--- src/rtl/spi_counter_rx.sv ---
// spi_counter_rx
//   SPI (mode 0) slave receiver for the counter-to-display link. The sender
//   transmits a 16-bit count as two bytes, LSB byte first, each byte MSB-first.
//   This block reassembles the pair and presents it with a one-cycle strobe.
//   It also flags malformed frames: partial bytes and a missing MSB byte.
//
// Ports
//   clk      in   system clock (>= 4x sclk)
//   reset    in   asynchronous, active-high reset
//   sclk     in   SPI clock from master, asynchronous to clk
//   mosi     in   SPI data from master
//   cs_n     in   SPI chip select, active-low
//   o_data   out  last complete value {MSB byte, LSB byte}
//   o_valid  out  one-cycle pulse when o_data updates
//   o_err    out  one-cycle pulse on a partial byte or an MSB timeout
//   o_busy   out  high while an LSB byte is held and the MSB is pending
module spi_counter_rx #(
    parameter int SYNC_STAGES = 2,
    parameter int TIMEOUT_CYC = 100_000
) (
    input  logic        clk,
    input  logic        reset,
    input  logic        sclk,
    input  logic        mosi,
    input  logic        cs_n,
    output logic [15:0] o_data,
    output logic        o_valid,
    output logic        o_err,
    output logic        o_busy
);

    localparam int TW = (TIMEOUT_CYC > 2) ? $clog2(TIMEOUT_CYC) : 1;
    localparam logic [TW-1:0] TMO_LAST = TW'(TIMEOUT_CYC - 1);

    typedef enum logic {IDLE, RX_MSB} state_t;

    // ------------------------------------------------------------------
    // Input synchronizers and edge detection
    // ------------------------------------------------------------------
    logic [SYNC_STAGES-1:0] sclk_sync_q, mosi_sync_q, cs_sync_q;
    logic                   sclk_prev_q, cs_prev_q;
    logic                   sclk_s, mosi_s, cs_s;

    always_ff @(posedge clk or posedge reset) begin
        if (reset) begin
            sclk_sync_q <= '0;
            mosi_sync_q <= '0;
            cs_sync_q   <= '1;
            sclk_prev_q <= 1'b0;
            cs_prev_q   <= 1'b1;
        end else begin
            sclk_sync_q <= {sclk_sync_q[SYNC_STAGES-2:0], sclk};
            mosi_sync_q <= {mosi_sync_q[SYNC_STAGES-2:0], mosi};
            cs_sync_q   <= {cs_sync_q[SYNC_STAGES-2:0], cs_n};
            sclk_prev_q <= sclk_s;
            cs_prev_q   <= cs_s;
        end
    end

    assign sclk_s = sclk_sync_q[SYNC_STAGES-1];
    assign mosi_s = mosi_sync_q[SYNC_STAGES-1];
    assign cs_s   = cs_sync_q[SYNC_STAGES-1];

    logic sclk_rise, cs_rise, accept;
    assign sclk_rise = sclk_s & ~sclk_prev_q;
    assign cs_rise   = cs_s & ~cs_prev_q;
    // A rise coinciding with cs_n going high still counts: cs was low on the
    // previous cycle, so the bit is taken before the deselect is processed.
    assign accept    = sclk_rise & ~(cs_s & cs_prev_q);

    // ------------------------------------------------------------------
    // Bit assembly
    // ------------------------------------------------------------------
    logic [2:0] bit_cnt_q, bit_cnt_d;
    logic [7:0] shift_q, shift_d;
    logic       byte_done_q, byte_done_d;
    logic       abort_q, abort_d;

    always_comb begin
        bit_cnt_d   = bit_cnt_q;
        shift_d     = shift_q;
        byte_done_d = 1'b0;
        abort_d     = 1'b0;
        if (accept) begin
            shift_d = {shift_q[6:0], mosi_s};
            if (bit_cnt_q == 3'd7) begin
                bit_cnt_d   = 3'd0;
                byte_done_d = 1'b1;
            end else begin
                bit_cnt_d = bit_cnt_q + 3'd1;
            end
        end
        // Deselect mid-byte: drop the partial byte and abort the pair.
        if (cs_rise && bit_cnt_d != 3'd0) begin
            abort_d   = 1'b1;
            bit_cnt_d = 3'd0;
        end
    end

    always_ff @(posedge clk or posedge reset) begin
        if (reset) begin
            bit_cnt_q   <= '0;
            shift_q     <= '0;
            byte_done_q <= 1'b0;
            abort_q     <= 1'b0;
        end else begin
            bit_cnt_q   <= bit_cnt_d;
            shift_q     <= shift_d;
            byte_done_q <= byte_done_d;
            abort_q     <= abort_d;
        end
    end

    // ------------------------------------------------------------------
    // Pair tracking FSM. shift_q still holds the finished byte while
    // byte_done_q is high: the next accepted rise needs sclk to fall and
    // rise again, which takes at least two clk cycles.
    // ------------------------------------------------------------------
    state_t          state_q, state_d;
    logic [7:0]      lsb_q, lsb_d;
    logic [15:0]     data_q, data_d;
    logic            valid_q, valid_d;
    logic            err_q, err_d;
    logic [TW-1:0]   tmo_q, tmo_d;

    always_comb begin
        state_d = state_q;
        lsb_d   = lsb_q;
        data_d  = data_q;
        valid_d = 1'b0;
        err_d   = 1'b0;
        tmo_d   = tmo_q;
        case (state_q)
            IDLE: begin
                if (byte_done_q) begin
                    lsb_d   = shift_q;
                    state_d = RX_MSB;
                    tmo_d   = '0;
                end else if (abort_q) begin
                    err_d = 1'b1;
                end
            end
            RX_MSB: begin
                // Completion takes priority over timeout.
                if (byte_done_q) begin
                    data_d  = {shift_q, lsb_q};
                    valid_d = 1'b1;
                    state_d = IDLE;
                end else if (abort_q) begin
                    err_d   = 1'b1;
                    state_d = IDLE;
                end else if (accept) begin
                    tmo_d = '0;
                end else if (tmo_q == TMO_LAST) begin
                    err_d   = 1'b1;
                    state_d = IDLE;
                end else begin
                    tmo_d = tmo_q + 1'b1;
                end
            end
            default: state_d = IDLE;
        endcase
    end

    always_ff @(posedge clk or posedge reset) begin
        if (reset) begin
            state_q <= IDLE;
            lsb_q   <= '0;
            data_q  <= '0;
            valid_q <= 1'b0;
            err_q   <= 1'b0;
            tmo_q   <= '0;
        end else begin
            state_q <= state_d;
            lsb_q   <= lsb_d;
            data_q  <= data_d;
            valid_q <= valid_d;
            err_q   <= err_d;
            tmo_q   <= tmo_d;
        end
    end

    assign o_data  = data_q;
    assign o_valid = valid_q;
    assign o_err   = err_q;
    assign o_busy  = (state_q == RX_MSB);

endmodule

--- config.mk ---
export PLATFORM = sky130hd
export DESIGN_NAME = spi_counter_rx
export DESIGN_NICKNAME = d
export VERILOG_FILES = /design/src/rtl/spi_counter_rx.sv
export SDC_FILE = /design/constraint.sdc
export NUM_CORES = 1
export LEC_CHECK = 0
export ABC_CLOCK_PERIOD_IN_PS = 2700
export BUFFER_PORTS_ARGS = -buffer_cell sky130_fd_sc_hd__buf_2
export CAP_MARGIN = 5
export CORE_ASPECT_RATIO = 0.7
export CORE_MARGIN = 2
export CORE_UTILIZATION = 28
export CTS_BUF_LIST = sky130_fd_sc_hd__clkbuf_8
export DETAILED_ROUTE_END_ITERATION = 12
export PLACE_DENSITY = 0.44
export SYNTH_ARGS = -nofsm -noshare
export SYNTH_HDL_FRONTEND = slang
export SYNTH_SLANG_ARGS = --single-unit
export TNS_END_PERCENT = 30
--- constraint.sdc ---
create_clock -name clk -period 2.7 [get_ports clk]
set_input_delay 0.54 -clock clk [delete_from_list [all_inputs] [get_ports clk]]
set_output_delay 0.54 -clock clk [all_outputs]
set_load 0.02 [all_outputs]
* Yosys cells after proc, flatten, opt, wreduce, memory -nomap -nowiden *
Cells that the tools add are included.

word-level totals
  register bits after elaboration = 65
  bits in latches = 0
  bits in writable memories = 0
  bits in read-only memories = 0
  output and inout port bits = 19
  word-level logic and storage cells = 62
  memories kept = 0

cells by class
  $add $sub $neg = 2
  multiply operators = 0
  div/mod/pow operators = 0
  magnitude comparators = 0
  equality and inequality tests = 6
  shifts and indexed selects = 0
  mux-type cells = 26
  bitwise logic cells = 8
  reduce and logical (&&, ||, !) cells = 5

operators by type and width
  cell                                                             number
  17-bit two-way mux                                               5
  17-bit case mux with 2 select lines                              1
  17-bit by 1-bit adder with 17-bit output, second input constant  1
  17-bit == test, second input constant                            1
  1-bit two-way mux                                                15
  3-bit two-way mux                                                3
  2-bit inequality test, second input constant                     3
  1-bit AND                                                        4
  1-bit inverter                                                   4
  1-bit case mux with 2 select lines                               2
  2-bit AND reduction                                              2
  4-bit AND reduction                                              1
  3-bit by 1-bit adder with 3-bit output, second input constant    1
  3-bit == test, second input constant                             1
  3-bit inequality test, second input constant                     1
  3-bit nonzero test                                               1
  1-bit logical AND                                                1

* Longest topological paths before layout *
Gate-level depths: netlist (run 1).

  word-level depth = 7
  depth in mapped cells = 7

* Worst setup path before layout (run 1) *
OpenSTA, ideal clock, no wires.

  path kind = register -> register
  start point = register tmo_q[0]
  end point = register tmo_q[12]
  setup time = 0.131 ns
  arrival time = 1.598 ns
  slack = 0.972 ns
  cell stages (with the launch flop) = 8
  buffers on the path = 2
  clock period less this slack = 1.728 ns
  path through = dfrtp_1 > ha_1 > and4_1 > buf_4 > and4_4 > a21oi_2 > buf_6 > o221ai_2

between the ends
  longest elaborated chain between the ends = 6
  elaborated cells on any way between the ends = 9
  classes of those cells = add/sub (1); eq/ne (2); mux (5); reduce/logical (1)

RTL lines
  what                                      line  source
  from (decl)                               124   logic [TW-1:0] tmo_q, tmo_d;
  from (signal assigned)                    179   tmo_q <= tmo_d;
  17-bit by 1-bit adder with 17-bit output  158   tmo_d = tmo_q + 1'b1;
  17-bit two-way mux                        154   end else if (tmo_q == TMO_LAST) begin
  17-bit two-way mux                        152   end else if (accept) begin
  17-bit two-way mux                        149   end else if (abort_q) begin
  17-bit two-way mux                        145   if (byte_done_q) begin
  17-bit case mux with 2 select lines       133   case (state_q)

Several ways; a longest one is shown, not always the timed one. The select of a mux whose other input is x is not followed.
A chain may end at the register's enable or synchronous reset.

* Final worst setup path (run 1) *
  start point = register tmo_q[0]
  end point = register tmo_q[1]

Same word-level chain as after synthesis.

==> flow_metrics.py, run 1 <==
metrics = {
    "worst_hold_path": {
        "hp-class": "input pin to async pin",
    },
    "grt": {
        "grt_pass1_vias": 1888,
        "grt_pass1_wl_um": 10200,
        "antenna_found_initial": 0,
        "grt_start_max_net_pins": 39,
        "grt_overflow": 0,
        "grtUsageTotal_pct": 12.0,
    },
    "routing": {
        "detail-route-antenna-nets": 0,
        "drc": 0,
        "drt_iter0_drc": 186,
        "postRouteWirelength_um": 5960,
        "vias_per_cell": 4.93,
        "post_drt_wl_per_cell_um": 15.3,
        "vias": 1922,
        "firstDrtPassIters": 4,
    },
    "flow_run": {
        "maxCapViolations": 0,
    },
    "placed_design": {
        "place_hpwl_um": 4150,
        "port_buffers": 23,
        "preCtsSetupSlack_ns": 0.696,
        "place.gp.congestion": 0.805,
    },
    "power": {
        "switching_share_pct": 22.2,
        "switchingPower_uw": 488,
        "seqPwrFrac_pct": 51.1,
        "p_per_area_mw_per_mm2": 652,
        "p_leak_uw": 0.00156,
        "p_comb_share_pct": 6.2,
        "clockPowerShare_pct": 42.7,
        "p_int_uw": 1710,
        "ir_drop_mv": 0.301,
    },
    "synthesis": {
        "ys_top_cells_by_area": "dfrtp_1, mux2_2, mux2_1",
        "synth.avg_cell_area_um2": 12.7,
        "yosysWarnings": 0,
        "ys_ff_latch": 65,
        "synth_nets": 235,
        "synth_top_area_share_pct": 53.9,
        "synth_top_area_cell": "dfrtp_1",
        "syn_area_mm2": 0.00288,
        "synth_top_flop_cell": "dfrtp_1",
        "synth_edf_count": 0,
        "async_reset_ff_share_pct": 100,
        "ys_types": 52,
        "synthCells": 227,
        "seq_area_frac_synth_pct": 56.7,
    },
    "final_layout": {
        "final_cell_mix": "dfrtp_1, buf_2, mux2_2",
        "layout_commonest_cell": "dfrtp_1",
        "antenna-diode-count": 0,
        "nets": 266,
        "area_delta_synth_final_pct": 17.1,
        "layout-drive-gt1-share_pct": 30.2,
    },
    "clock_tree": {
        "clk_path_buf_depth": 2,
        "cts_tree": "done",
        "cts_resized": 0,
        "root_buffer": "clkbuf_8",
        "htree_levels": 3,
        "numCtsBuffers": 9,
        "clock-sinks": 65,
        "cts_hold_buf": 0,
        "post_cts_buffers": 0,
        "clock_latency_ns": 0.34,
        "clkTransAtPathRegs_ns": 0.07,
    },
    "timing": {
        "slew_viol_final": 0,
        "tns_ns": 0,
        "relSlewSlack_pct": 48.5,
        "rsz0062_at_grt": "false",
        "skew_ns": 0.0111,
        "max_freq_ghz": 0.499,
        "hold_violations": 0,
        "setup_ws_ns": 0.694,
        "tightest_slew_ns": 0.771,
        "setup_violations": 0,
        "min_period_ns": 2.01,
        "min_period_over_period_pct": 74.3,
    },
    "floorplan": {
        "coreArea_mm2": 0.00983,
        "die_x_um": 125,
        "rows": 30,
        "die_h_um": 88.8,
        "dieArea_mm2": 0.0111,
        "io_pins": 24,
        "initial_core_util_pct": 29.3,
    },
    "critical_path": {
        "critPathArrivalTime_ns": 2.27,
        "path_class": "flip-flop to flip-flop",
        "reg2reg_depth": 6,
        "critPathCaptureType": "flip-flop",
        "r2r-end": "tmo_q[1]$_DFFE_PP0P_",
        "worstPathMaxFanout": 9,
        "timing.rr.start": "tmo_q[0]$_DFFE_PP0P_",
        "cp-start-kind": "flip-flop",
        "critPathLaunch": "tmo_q[0]$_DFFE_PP0P_",
        "reg2reg_setup_slack_ns": 0.69,
        "crit_required_ns": 2.96,
    },
    "outcome": {
        "status": "finished, final reports clean",
    },
}
[per-stage QoR]
step	total power [µW]	utilization (%)	hold slack, ns	std cells	area [µm²]
floorplan	1230	-	0.331	227	2880
global placement	1280	31.9	0.337	375	3140
detailed placement	1280	31.9	0.340	375	3140
CTS	2240	34.3	0.271	390	3370
global route	2320	34.3	0.275	390	3370
finish	2200	34.3	0.267	390	3370
[power groups by stage]
| stage | clock, µW | sequential, µW | combinational (µW) |
|---|---|---|---|
| 2_1_floorplan | 0 | 1120 | 109 |
| 3_3_place_gp | 0 | 1140 | 139 |
| 3_5_place_dp | 0 | 1140 | 141 |
| 4_1_cts | 977 | 1120 | 142 |
| 5_1_grt | 1020 | 1140 | 160 |
| 6_report | 938 | 1120 | 137 |
[Yosys cell counts (2+ instances only)]
cell type and instances:
a21o_1 2, a21oi_1 5, a21oi_2 3, a31oi_1 4, a31oi_2 4, a41oi_1 2
and2_1 3, and3_1 5, and4_1 3, buf_2 4, buf_4 3, dfrtp_1 62
dfstp_2 3, ha_1 3, inv_1 9, mux2_1 15, mux2_2 17, mux2i_1 5
nand2_1 12, nand2b_1 3, nand3_1 9, nand4_1 6, nor2_1 5, nor2b_1 2
nor3_1 2, nor4_1 2, o211ai_1 5, o21ai_1 3, o22ai_1 2, or3_1 2
[layout make-up]
cell class                 count  area [µm²]
fill                        1004        6460
multi-input combinational    143        1150
inverter                      10        37.5
timing repair buffer          29         160
clock inverter                 3        63.8
tap                          128         160
sequential                    65        1630
clock buffer                  12         165
[per-layer routing]
metal / wire (µm) / GRT usage [%] / vias up
met4: 62 / 4.55 / 0
met5: 0 / 0 / -
li1: - / - / 905
met1: 3160 / 18.2 / 956
met3: 421 / 4.66 / 6
met2: 2310 / 15.1 / 55
[flip-flops by register name, indices dropped and copies added, names as in the netlist]
signal,cells
lsb_q,8
o_busy,1
o_data,16
o_valid,1
bit_cnt_q,3
shift_q,8
sclk_sync_q,2
cs_sync_q,2
cs_prev_q,1
byte_done_q,1
abort_q,1
mosi_sync_q,2
o_err,1
tmo_q,17
sclk_prev_q,1
[worst max-delay path, cell delays in order (launching register included)]
cell and delay, ns:
dfrtp_1 0.41, ha_1 0.25, and4_1 0.31, and4_4 0.23, a21oi_2 0.29, buf_4 0.25, mux2i_1 0.18
[how the worst max path moves through the flow]
| stage | end | cells past startpoint |
|---|---|---|
| after floorplan | abort_q$_DFF_PP0_ | 1 |
| after global placement | tmo_q[1]$_DFFE_PP0P_ | 6 |
| after CTS | tmo_q[1]$_DFFE_PP0P_ | 6 |
| after global routing | tmo_q[1]$_DFFE_PP0P_ | 6 |
| final | tmo_q[1]$_DFFE_PP0P_ | 6 |
| after detailed placement | tmo_q[1]$_DFFE_PP0P_ | 6 |
[cells by family (layout without fill, tap and decap cells)]
family / after synthesis / in the layout / share of synthesized area (%)
adder cells (fa/ha/maj): 3 / 3 / 1.30
AND/OR/NAND/NOR: 63 / 63 / 12.9
AO/OA/AOI/OAI: 40 / 40 / 11.6
buffers and inverters: 19 / 54 / 3.30
flip-flops: 65 / 65 / 56.7
multiplexers: 37 / 37 / 14.3
Note: power is estimated with default switching activity, not from simulation.
==> inputs of run 2 (changes only) <==
- ABC_CLOCK_PERIOD_IN_PS: 2700 -> 1650
- PLACE_DENSITY: 0.44 -> 0.46
- clock period: 2.7 -> 1.65 ns (I/O delays scaled with it)
==> flow_metrics.py, run 2 (synthesized netlist as in run 1, its figures left out) <==
metrics = {
    "routing": {
        "drc": 0,
        "postRouteWirelength_um": 6520,
        "vias_per_cell": 4.83,
        "detail-route-antenna-nets": 0,
        "wl_met1_um": 3510,
        "met2_wirelength_um": 2600,
        "top_layer_used": "met4",
        "post_drt_wl_per_cell_um": 15.3,
        "vias": 2061,
        "firstDrtPassIters": 4,
        "drt_iter0_drc": 157,
        "met3_wirelength_um": 335,
    },
    "floorplan": {
        "die_h_um": 88.8,
        "io_pins": 24,
        "coreArea_mm2": 0.00983,
        "rows": 30,
        "die_x_um": 125,
        "initial_core_util_pct": 29.3,
        "dieArea_mm2": 0.0111,
    },
    "critical_path": {
        "cp-start-kind": "flip-flop",
        "crit_required_ns": 1.92,
        "critPathCaptureType": "flip-flop",
        "critPathArrivalTime_ns": 1.86,
        "path_class": "flip-flop to flip-flop",
        "worstPathMaxFanout": 4,
    },
    "timing": {
        "setup_ws_ns": 0.0595,
        "slew_viol_final": 0,
        "skew_ns": 0.00484,
        "hold_violations": 0,
        "setup_violations": 0,
        "relSlewSlack_pct": 75.3,
        "min_period_ns": 1.59,
        "max_freq_ghz": 0.629,
        "min_period_over_period_pct": 96.4,
        "tns_ns": 0,
        "tightest_slew_ns": 0.371,
        "rsz0062_at_grt": "true",
    },
    "power": {
        "ir_drop_mv": 0.454,
        "p_leak_uw": 0.00174,
        "switching_share_pct": 26.0,
        "p_comb_share_pct": 7.5,
        "power_uw": 3510,
        "clockPowerShare_pct": 40.2,
        "switchingPower_uw": 915,
        "p_int_uw": 2600,
        "p_per_area_mw_per_mm2": 943,
        "seqPwrFrac_pct": 52.3,
    },
    "clock_tree": {
        "clkTransAtPathRegs_ns": 0.08,
        "cts_tree": "done",
        "root_buffer": "clkbuf_8",
        "clock_latency_ns": 0.35,
        "clk_path_buf_depth": 2,
        "clock-sinks": 65,
        "numCtsBuffers": 9,
        "htree_levels": 3,
    },
    "grt": {
        "antenna_found_initial": 0,
        "grt_pass1_wl_um": 11200,
        "grt_overflow": 0,
        "grt_pass1_vias": 2059,
        "grtUsageTotal_pct": 13.3,
        "grt_start_max_net_pins": 66,
    },
    "placed_design": {
        "place.gp.congestion": 0.768,
        "port_buffers": 23,
        "placed_area_mm2": 0.00342,
        "preCtsSetupSlack_ns": -0.105,
        "place_hpwl_um": 4370,
    },
    "final_layout": {
        "regMostFlops": "tmo_q",
        "layout_commonest_cell": "dfrtp_1",
        "antenna-diode-count": 0,
        "area_delta_synth_final_pct": 29.6,
        "final_cell_mix": "dfrtp_1, buf_4, buf_2",
        "layout.area.seq_mm2": 0.00163,
        "multi_input_area_mm2": 0.00122,
        "layout-drive-gt1-share_pct": 41.5,
        "n_fill_cell": 971,
        "final_cell_area_mm2": 0.00373,
        "largest_reg_flops": 17,
        "nets": 302,
    },
    "outcome": {
        "status": "finished, final reports clean",
    },
    "worst_hold_path": {
        "hp-class": "input pin to async pin",
    },
    "flow_run": {
        "maxCapViolations": 0,
    },
}
==> run 2: changes by cell type in the layout (fill, tap and decap cells not counted), moves of 2 or more <==
cell        delta
a21oi_2        -2
clkbuf_8       -2
buf_4         +29
a21oi_4        +2
clkinvlp_4     +4
buf_6          +5
buf_12         +2
==> run 2: worst max-delay path, stage by stage, from the launching register on <==
cell and delay, ns:
dfrtp_1 0.42, buf_4 0.15, and4_1 0.25, nand3_1 0.16, or3_1 0.37, o211ai_1 0.18
==> run 2: final cells by class <==
| type | instances | share of cell area, % |
|---|---|---|
| clock inverter | 6 | 1.78 |
| sequential | 65 | 43.7 |
| multi-input combinational | 143 | 32.7 |
| clock buffer | 10 | 3.69 |
| inverter | 10 | 1.11 |
| timing repair buffer | 65 | 12.7 |
| tap | 128 | 4.30 |
==> run 2: repair_timing <==
action	in CTS	in global routing
setup endpoints to repair	12	17
hold buffers	0	0
buffers inserted	0	3
pin swaps	0	5
cloned	0	0
resized for setup	7	12
==> run 2: power by group through the flow <==
stage / Combinational, µW / Clock (µW) / Sequential (µW)
floorplan: 179 / 0 / 1830
global placement: 256 / 0 / 1860
detailed placement: 260 / 0 / 1860
CTS: 265 / 1460 / 1840
global route: 298 / 1550 / 1860
finish: 264 / 1410 / 1840
==> run 2: final timing paths <==
path / cells past startpoint / slack (ns) / end / from
worst max-delay path: 5 / 0.06 / tmo_q[15]$_DFFE_PP0P_ / tmo_q[11]$_DFFE_PP0P_
worst min-delay path: 3 / 0.05 / tmo_q[11]$_DFFE_PP0P_ / reset
worst max register to register: 5 / 0.06 / tmo_q[15]$_DFFE_PP0P_ / tmo_q[11]$_DFFE_PP0P_
worst min register to register: 0 / 0.35 / mosi_sync_q[1]$_DFF_PP0_ / mosi_sync_q[0]$_DFF_PP0_
max in group asynchronous: 3 / 1.24 / cs_prev_q$_DFF_PP1_ / reset
min in group clk: 1 / 0.07 / cs_sync_q[0]$_DFF_PP1_ / cs_n
==> run 2: metrics by stage <==
step / std cells / hold WS, ns / util, %
2_1_floorplan: 227 / 0.331 / -
3_3_place_gp: 408 / 0.331 / 34.7
3_5_place_dp: 408 / 0.336 / 34.7
4_1_cts: 424 / 0.0535 / 37.2
5_1_grt: 427 / 0.0341 / 37.9
6_report: 427 / 0.0532 / 37.9
==> run 2: metal layers <==
| layer | vias to the layer above | GRT usage, % |
|---|---|---|
| met5 | - | 0 |
| met4 | 0 | 3.64 |
| met3 | 8 | 5.62 |
| met2 | 32 | 18.0 |
| met1 | 1040 | 19.3 |
| li1 | 981 | - |
